### src/rtl/clock_divisor_bank.sv
// clock_divisor_bank: N_CH programmable clock dividers with
// glitch-free divisor updates and a global phase-align strobe.
module clock_divisor_bank #(
  parameter int               N_CH    = 4,
  parameter int               WIDTH   = 27,
  parameter logic [WIDTH-1:0] DEF_DIV = WIDTH'(3),
  parameter logic [N_CH-1:0]  DEF_EN  = '1
) (
  input  logic             clk,
  input  logic             rst_n,
  input  logic             wr_en,
  input  logic [3:0]       wr_ch,
  input  logic [WIDTH-1:0] wr_div,
  input  logic             wr_ena,
  input  logic             sync,
  output logic             wr_ack,
  output logic             wr_err,
  output logic [N_CH-1:0]  tick,
  output logic [N_CH-1:0]  wave
);

  logic            w_wr_ok;
  logic [N_CH-1:0] w_tick_n;
  logic [N_CH-1:0] w_wave_n;
  logic [N_CH-1:0] r_tick;
  logic [N_CH-1:0] r_wave;
  logic            r_ack;
  logic            r_err;

  assign w_wr_ok = wr_en && ({1'b0, wr_ch} < 5'(N_CH));

  for (genvar g = 0; g < N_CH; g++) begin : g_ch
    logic [WIDTH-1:0] r_act;
    logic [WIDTH-1:0] r_pend;
    logic [WIDTH-1:0] r_cnt;
    logic             r_vld;
    logic             r_en;

    logic             w_hit;
    logic             w_en_n;
    logic             w_pv;
    logic [WIDTH-1:0] w_pval;
    logic             w_wrap;
    logic             w_load;
    logic [WIDTH-1:0] w_act_n;
    logic             w_vld_n;
    logic [WIDTH-1:0] w_cnt_n;

    // A write in this cycle is folded in before any load, so a wrap,
    // sync or enable on the same edge picks up the new divisor.
    always_comb begin
      w_hit   = w_wr_ok && (wr_ch == 4'(g));
      w_en_n  = w_hit ? wr_ena : r_en;
      w_pv    = w_hit || r_vld;
      w_pval  = w_hit ? wr_div : r_pend;
      w_wrap  = r_en && (r_cnt == r_act);
      w_load  = w_en_n && (!r_en || sync || w_wrap);
      w_act_n = (w_load && w_pv) ? w_pval : r_act;
      w_vld_n = w_pv && !w_load;
      w_cnt_n = r_cnt + 1'b1;
      if (!w_en_n || w_load) begin
        w_cnt_n = '0;
      end
    end

    assign w_tick_n[g] = w_en_n && w_wrap && !sync;
    assign w_wave_n[g] = w_en_n && (w_act_n != '0) &&
                         (w_cnt_n <= (w_act_n >> 1));

    always_ff @(posedge clk or negedge rst_n) begin
      if (!rst_n) begin
        r_act  <= DEF_DIV;
        r_pend <= '0;
        r_vld  <= 1'b0;
        r_en   <= DEF_EN[g];
        r_cnt  <= '0;
      end else begin
        r_act  <= w_act_n;
        r_pend <= w_pval;
        r_vld  <= w_vld_n;
        r_en   <= w_en_n;
        r_cnt  <= w_cnt_n;
      end
    end
  end

  always_ff @(posedge clk or negedge rst_n) begin
    if (!rst_n) begin
      r_tick <= '0;
      r_wave <= '0;
      r_ack  <= 1'b0;
      r_err  <= 1'b0;
    end else begin
      r_tick <= w_tick_n;
      r_wave <= w_wave_n;
      r_ack  <= w_wr_ok;
      r_err  <= wr_en && !w_wr_ok;
    end
  end

  assign tick   = r_tick;
  assign wave   = r_wave;
  assign wr_ack = r_ack;
  assign wr_err = r_err;

endmodule

### config.mk
export PLATFORM = sky130hd
export DESIGN_NAME = clock_divisor_bank
export DESIGN_NICKNAME = d
export VERILOG_FILES = /design/src/rtl/clock_divisor_bank.sv
export SDC_FILE = /design/constraint.sdc
export NUM_CORES = 1
export LEC_CHECK = 0
export CORE_MARGIN = 1.5
export CORE_UTILIZATION = 60
export CTS_CLUSTER_SIZE = 20
export DETAILED_ROUTE_END_ITERATION = 6
export PLACE_DENSITY = 0.83
export SLEW_MARGIN = 25
export SYNTH_ARGS = -nofsm -noshare
export SYNTH_HDL_FRONTEND = slang
export SYNTH_SLANG_ARGS = --single-unit
### constraint.sdc
create_clock -name clk -period 10.6 [get_ports clk]
set_input_delay 1.59 -clock clk [delete_from_list [all_inputs] [get_ports clk]]
set_output_delay 1.59 -clock clk [all_outputs]
set_load 0.02 [all_outputs]
---- After elaboration in Yosys (flattened, before gate mapping) ----
Index checks and enable logic that the tools add are counted.
storage, ports and cells
  register bits after elaboration ......... 342
  bits of input ports ..................... 36
  output and inout port bits .............. 10
  logic and storage cells ................. 129
cells by class
  add/sub/neg operators ................... 4
  order comparisons ....................... 5
  equal/unequal tests ..................... 7
  multiplexer cells ....................... 16
  reductions and logical operators ........ 73
operators by type and width
  operator                 number
  $mux W27                 12
  $add A27 B1 Y27 const B  4
  $eq A27 B27 Y1           4
  $le A27 B26 Y1           4
  $reduce_bool A27 Y1      4
  $logic_and A1 B1 Y1      38
  $logic_or A1 B1 Y1       16
  $logic_not A1 Y1         14
  $eq A4 B2 Y1 const B     2
  $eq A4 B1 Y1 const B     1
  $logic_not A4 Y1         1
  $lt A4 B3 Y1 const B     1
  $mux W1                  4

---- Logic depth before layout (Yosys ltp) ----
  depth in word-level cells ............... 10
  mapped depth ............................ 19
  mapped depth without buffers ............ 17

---- Worst setup path before layout ----
OpenSTA, ideal clock, no wires.
  kind .................................... in2reg
  from .................................... input wr_ch[2]
  to ...................................... register r_wave[2], in the netlist wave[2]
  arrival ................................. 4898 ps
  data required time ...................... 10499 ps
  slack ................................... 5601 ps
  cell stages on the path ................. 13
  cell sequence ........................... nor4b_2 > a21oi_1 > nor4_2 > buf_2 > buf_2 > mux2i_1 > ha_1 > nand4_1 > or3_1 > or4_1 > o21ai_0 > a21oi_1 > nor4_1
on the way
  word-level cells in the longest chain between the ends .. 10
RTL lines
  item                                                    RTL line  source
  start, declared                                         12        input logic [3:0] wr_ch,
  $lt A4 B3 Y1                                            30        assign w_wr_ok = wr_en && ({1'b0, wr_ch} < 5'(N_CH));
  $logic_and A1 B1 Y1                                     30
  $logic_and A1 B1 Y1 *                                   52        w_hit = w_wr_ok && (wr_ch == 4'(g));
  branches (longest 6 deep; another with $le A27 B26 Y1)  --
  $logic_and A1 B1 Y1 *                                   67        assign w_wave_n[g] = w_en_n && (w_act_n != '0) &&
  named net w_wave_n[2]                                   24        logic [N_CH-1:0] w_wave_n;
  end signal, assigned                                    95        r_wave <= w_wave_n;
  end, declared                                           26        logic [N_CH-1:0] r_wave;
Mark *: on every way through the listed nets, which the timed path passes.

---- Worst setup path after layout ----
  from .................................... input wr_ch[2]
  to ...................................... register r_wave[1], in the netlist wave[1]
on the way
  word-level cells in the longest chain between the ends .. 10
RTL lines
  item                                                    RTL line  source
  $lt A4 B3 Y1 *                                          30
  $logic_and A1 B1 Y1 *                                   30
  named net w_wr_ok                                       22        logic w_wr_ok;
  $logic_and A1 B1 Y1 *                                   52
  branches (longest 6 deep; another with $le A27 B26 Y1)  --
  $logic_and A1 B1 Y1 *                                   67
  named net w_wave_n[1]                                   24
Marks and branches as above.

==> summary.md <==
| Metric | Value |
|---|---|
| Net Sw Power | `1.53 mW` |
| Row count | `63` |
| Hold Crit Class | `register to register` |
| Leak | `9.63 nW` |
| DRT Pass-1 Iters | `5` |
| Async SR Flop Fraction | `100%` |
| Clk Latency, worst-skew pair | `between 0.5 and 0.6 ns` |
| CTS Hold Bufs | `0` |
| Clock sinks | `342` |
| Clk_skew | `0.0178 ns` |
| Data required, critical path | `11.02 ns` |
| Worst Hold End | `g_ch[0].r_vld` |
| Flop pwr share | `41.5%` |
| CTS root buffer | `clkbuf_16` |
| Post-Syn Area | `18200 µm²` |
| Gr usage total | `31.0%` |
| VDD IR-drop max | `about 0.00012 V` |
| Grt total ovfl | `0` |
| Fmax | `0.172 GHz` |
| # fillers | `2114` |
| Final Hold Viols | `0` |
| Reg2reg start | `g_ch[3].r_act[19]` |
| # setup viols final | `0` |
| Status | `completed` |
| Crit path cell chain | `clkdlybuf4s50_1, nor3b_2, and3b_1, buf_4, mux2i_1, nor3_2, buf_4, mux2i_1, ha_1, a21o_1, a21o_1, a211oi_1, o211a_1, o21ai_0, a211oi_1` |
| Fin crit period | `~5.8 ns` |
| Combinational share of power | `28.5%` |
| GP Congestion | `between 1 and 1.5` |
| Antenna-violating nets left | `0` |
| Post-DR wirelength/cell | `22.2 µm` |
| CTS H-Tree Depth | `2` |
| Drt total wl | `47.8 mm` |
| Avg Inst Size Synth | `10.9 µm²` |
| Die Width | `177 µm` |
| Clk slew on worst S/H paths | `0.06 ns` |
| Worst reg-to-reg path cell count | `14` |
| Ys flop type | `dfrtp_1` |
| Final Slew Violations | `0` |
| Largest net degree at the start of global routing | `128` |
| Number of synthesized flops with an enable pin | `0` |
| DR vias/cell | `6.19` |
| Bufs and invs on worst path | `3` |
| Diodes inserted | `0` |
| Final Hold Slack | `0.514 ns` |
| Initial drt markers | `1141` |
| Input/output buffers | `45` |
| Worst EP arrival | `6.23 ns` |
| Least-Margin Pin Slew | `1.04 ns` |
| Final Instance Area | `20400 µm²` |
| CP Max Fanout | `33` |
| Setup CP Type | `primary input to register` |
| Vias | `13.3k` |
| Worst r2r dst | `wave[3]` |
| Worst Hold Launch | `g_ch[0].r_vld` |
| Setup bufs post-CTS | `0` |
| Max Cap Violations | `0` |
| Syn_nets | `roughly 1.8k` |
| Area of the core | `29800 µm²` |
| Clk pwr share | `29.9%` |
| Full die area | `roughly 31000 µm²` |
| Reg2reg setup slack | `roughly 5.5 ns` |
| Synthesis-stage register bit count | `~340` |
| # nets final | `1879` |
| Most common cell after layout, fill and taps aside | `dfrtp_1` |
| Post-synthesis sequential area ratio | `47.0%` |
| I/O pin cnt | `46` |
| Crit path max-delay family | `simple AND/OR/NAND/NOR gates` |
| Placement-stage cell area | `between 15000 and 20000 µm²` |
| Hold Path Cell Cnt | `2` |
| CP Capture Type | `register` |
| Relative slew slack | `between 30% and 40%` |
| Global-route wire length before repair | `75.2 mm` |
| Area Overhead vs Synth | `11.8%` |
| Post-CTS sizing | `0` |
| Switching part of the total power | `34.1%` |
| Initial Utilization | `61.2%` |
| CTS Buf Count | `37` |
| Fin crit share | `a little over half` |
| CP peak stage delay | `0.86 ns` |
| Initial antenna violation count | `0` |
| # DRC | `0` |
| DP Wirelength | `35.5 mm` |
| Final core utilization | `around two thirds` |
| CTS tree | `yes` |
| Vias in the first global route | `13.6k` |
| Register area | `8570 µm²` |
| Pwr/cell area | `about 220 nW/µm²` |
| Unrepaired setup endpoints after global routing | `false` |
| Pint | `2.96 mW` |
| Die span in y | `177 µm` |
| Most frequent cells in the layout | `330 x dfrtp_1, 148 x nor2_1, 120 x inv_1` |
| Synth unique cells | `61` |
| Crit start category | `primary input` |
| Slowest CP cell | `nor3_2` |
| Worst-case clock buffer depth | `3` |
| Post-Synthesis Cells | `1678` |
| Final TNS setup | `0 ns` |
| Area taken by multi-input logic gates | `9020 µm²` |
| Ys Warns | `0` |
| Share of cells above drive strength 1 | `12.5%` |
==> stage by stage <==
| step | cells | worst slack (ns) | power, mW |
|---|---|---|---|
| floorplan | 1678 | 5.60 | 2.68 |
| detailed placement | 2085 | 4.35 | 3.12 |
| global placement | 2083 | 4.46 | 3.08 |
| global route | 2154 | 4.47 | 4.71 |
| finish | 2154 | 4.80 | 4.49 |
| CTS | 2153 | 4.86 | 4.48 |
==> cell families (layout without fill, tap and decap cells) <==
family                     count (synthesis)  after routing  synth area share [%]
xor gates and xnor gates                 200            200                  9.61
adders and majority gates                108            108                  7.41
AOI/OAI and AO/OA                        141            141                  4.96
muxes                                    212            212                  12.7
buffers and inverters                    162            248                  3.56
and+or+nand+nor                          513            513                  14.7
DFF                                      342            342                  47.0
==> worst register-to-register path: cells and delay by family (launching register included) <==
kind,cells,cell delay (ns)
flip-flops,1,0.41
AO/OA/AOI/OAI,2,0.87
adder cells (fa/ha/maj),1,0.37
XOR/XNOR,1,0.28
multiplexers,1,0.32
AND/OR/NAND/NOR,9,2.70
==> state kept, by name, indices dropped and copies added, names as in the netlist <==
register     flops
g_ch.r_en        4
wr_ack           1
wr_err           1
tick             4
g_ch.r_act     108
g_ch.r_cnt     108
g_ch.r_pend    108
g_ch.r_vld       4
wave             4
==> routing by layer <==
layer  vias up  track usage [%]  part of all wire [%]
met5         -                0                     0
met4         0             12.9                   4.2
met3       119             4.67                   6.5
met2       485             50.2                    47
met1      6705             41.9                    42
li1       6029                -                     -
==> how the worst max path moves through the flow <==
stage / startpoint / endpoint / slack [ns] / cells after the start
6_report: wr_ch[2] / wave[1] / 4.80 / 15
2_1_floorplan: wr_ch[2] / wave[2] / 5.60 / 13
3_3_place_gp: wr_ch[2] / wave[0] / 4.46 / 17
4_1_cts: wr_ch[2] / wave[0] / 4.86 / 17
3_5_place_dp: wr_ch[2] / wave[1] / 4.35 / 15
5_1_grt: wr_ch[2] / wave[1] / 4.47 / 16
==> cell usage after synthesis (all sizes together), types with 29 or more instances <==
master,number,area share [%]
a21oi,38,1.0
xnor2,119,5.7
mux2,107,6.6
nand3,51,1.4
nand2,59,1.2
and3,45,1.5
nor2,148,3.0
nand4,62,2.1
o21ai,32,0.88
dfrtp,330,45
ha,108,7.4
a21o,29,1.2
nor4,62,2.2
mux2i,105,6.1
inv,122,2.5
xor2,81,3.9
==> power groups by stage <==
| stage | Clock, mW | Sequential [mW] | Combinational [mW] |
|---|---|---|---|
| floorplan | 0 | 1.80 | 0.883 |
| global placement | 0 | 1.86 | 1.21 |
| detailed placement | 0 | 1.88 | 1.25 |
| CTS | 1.36 | 1.86 | 1.26 |
| global route | 1.41 | 1.89 | 1.40 |
| finish | 1.34 | 1.86 | 1.28 |
==> layout make-up <==
cell class	count	share of cell area, %
inverter	122	2.25
multi-input combinational	1174	44.3
clock buffer	53	5.29
clock inverter	15	0.878
tap	390	2.39
sequential	342	42.1
timing repair buffer	58	2.88
No activity file was read; power rests on OpenSTA's default activity.
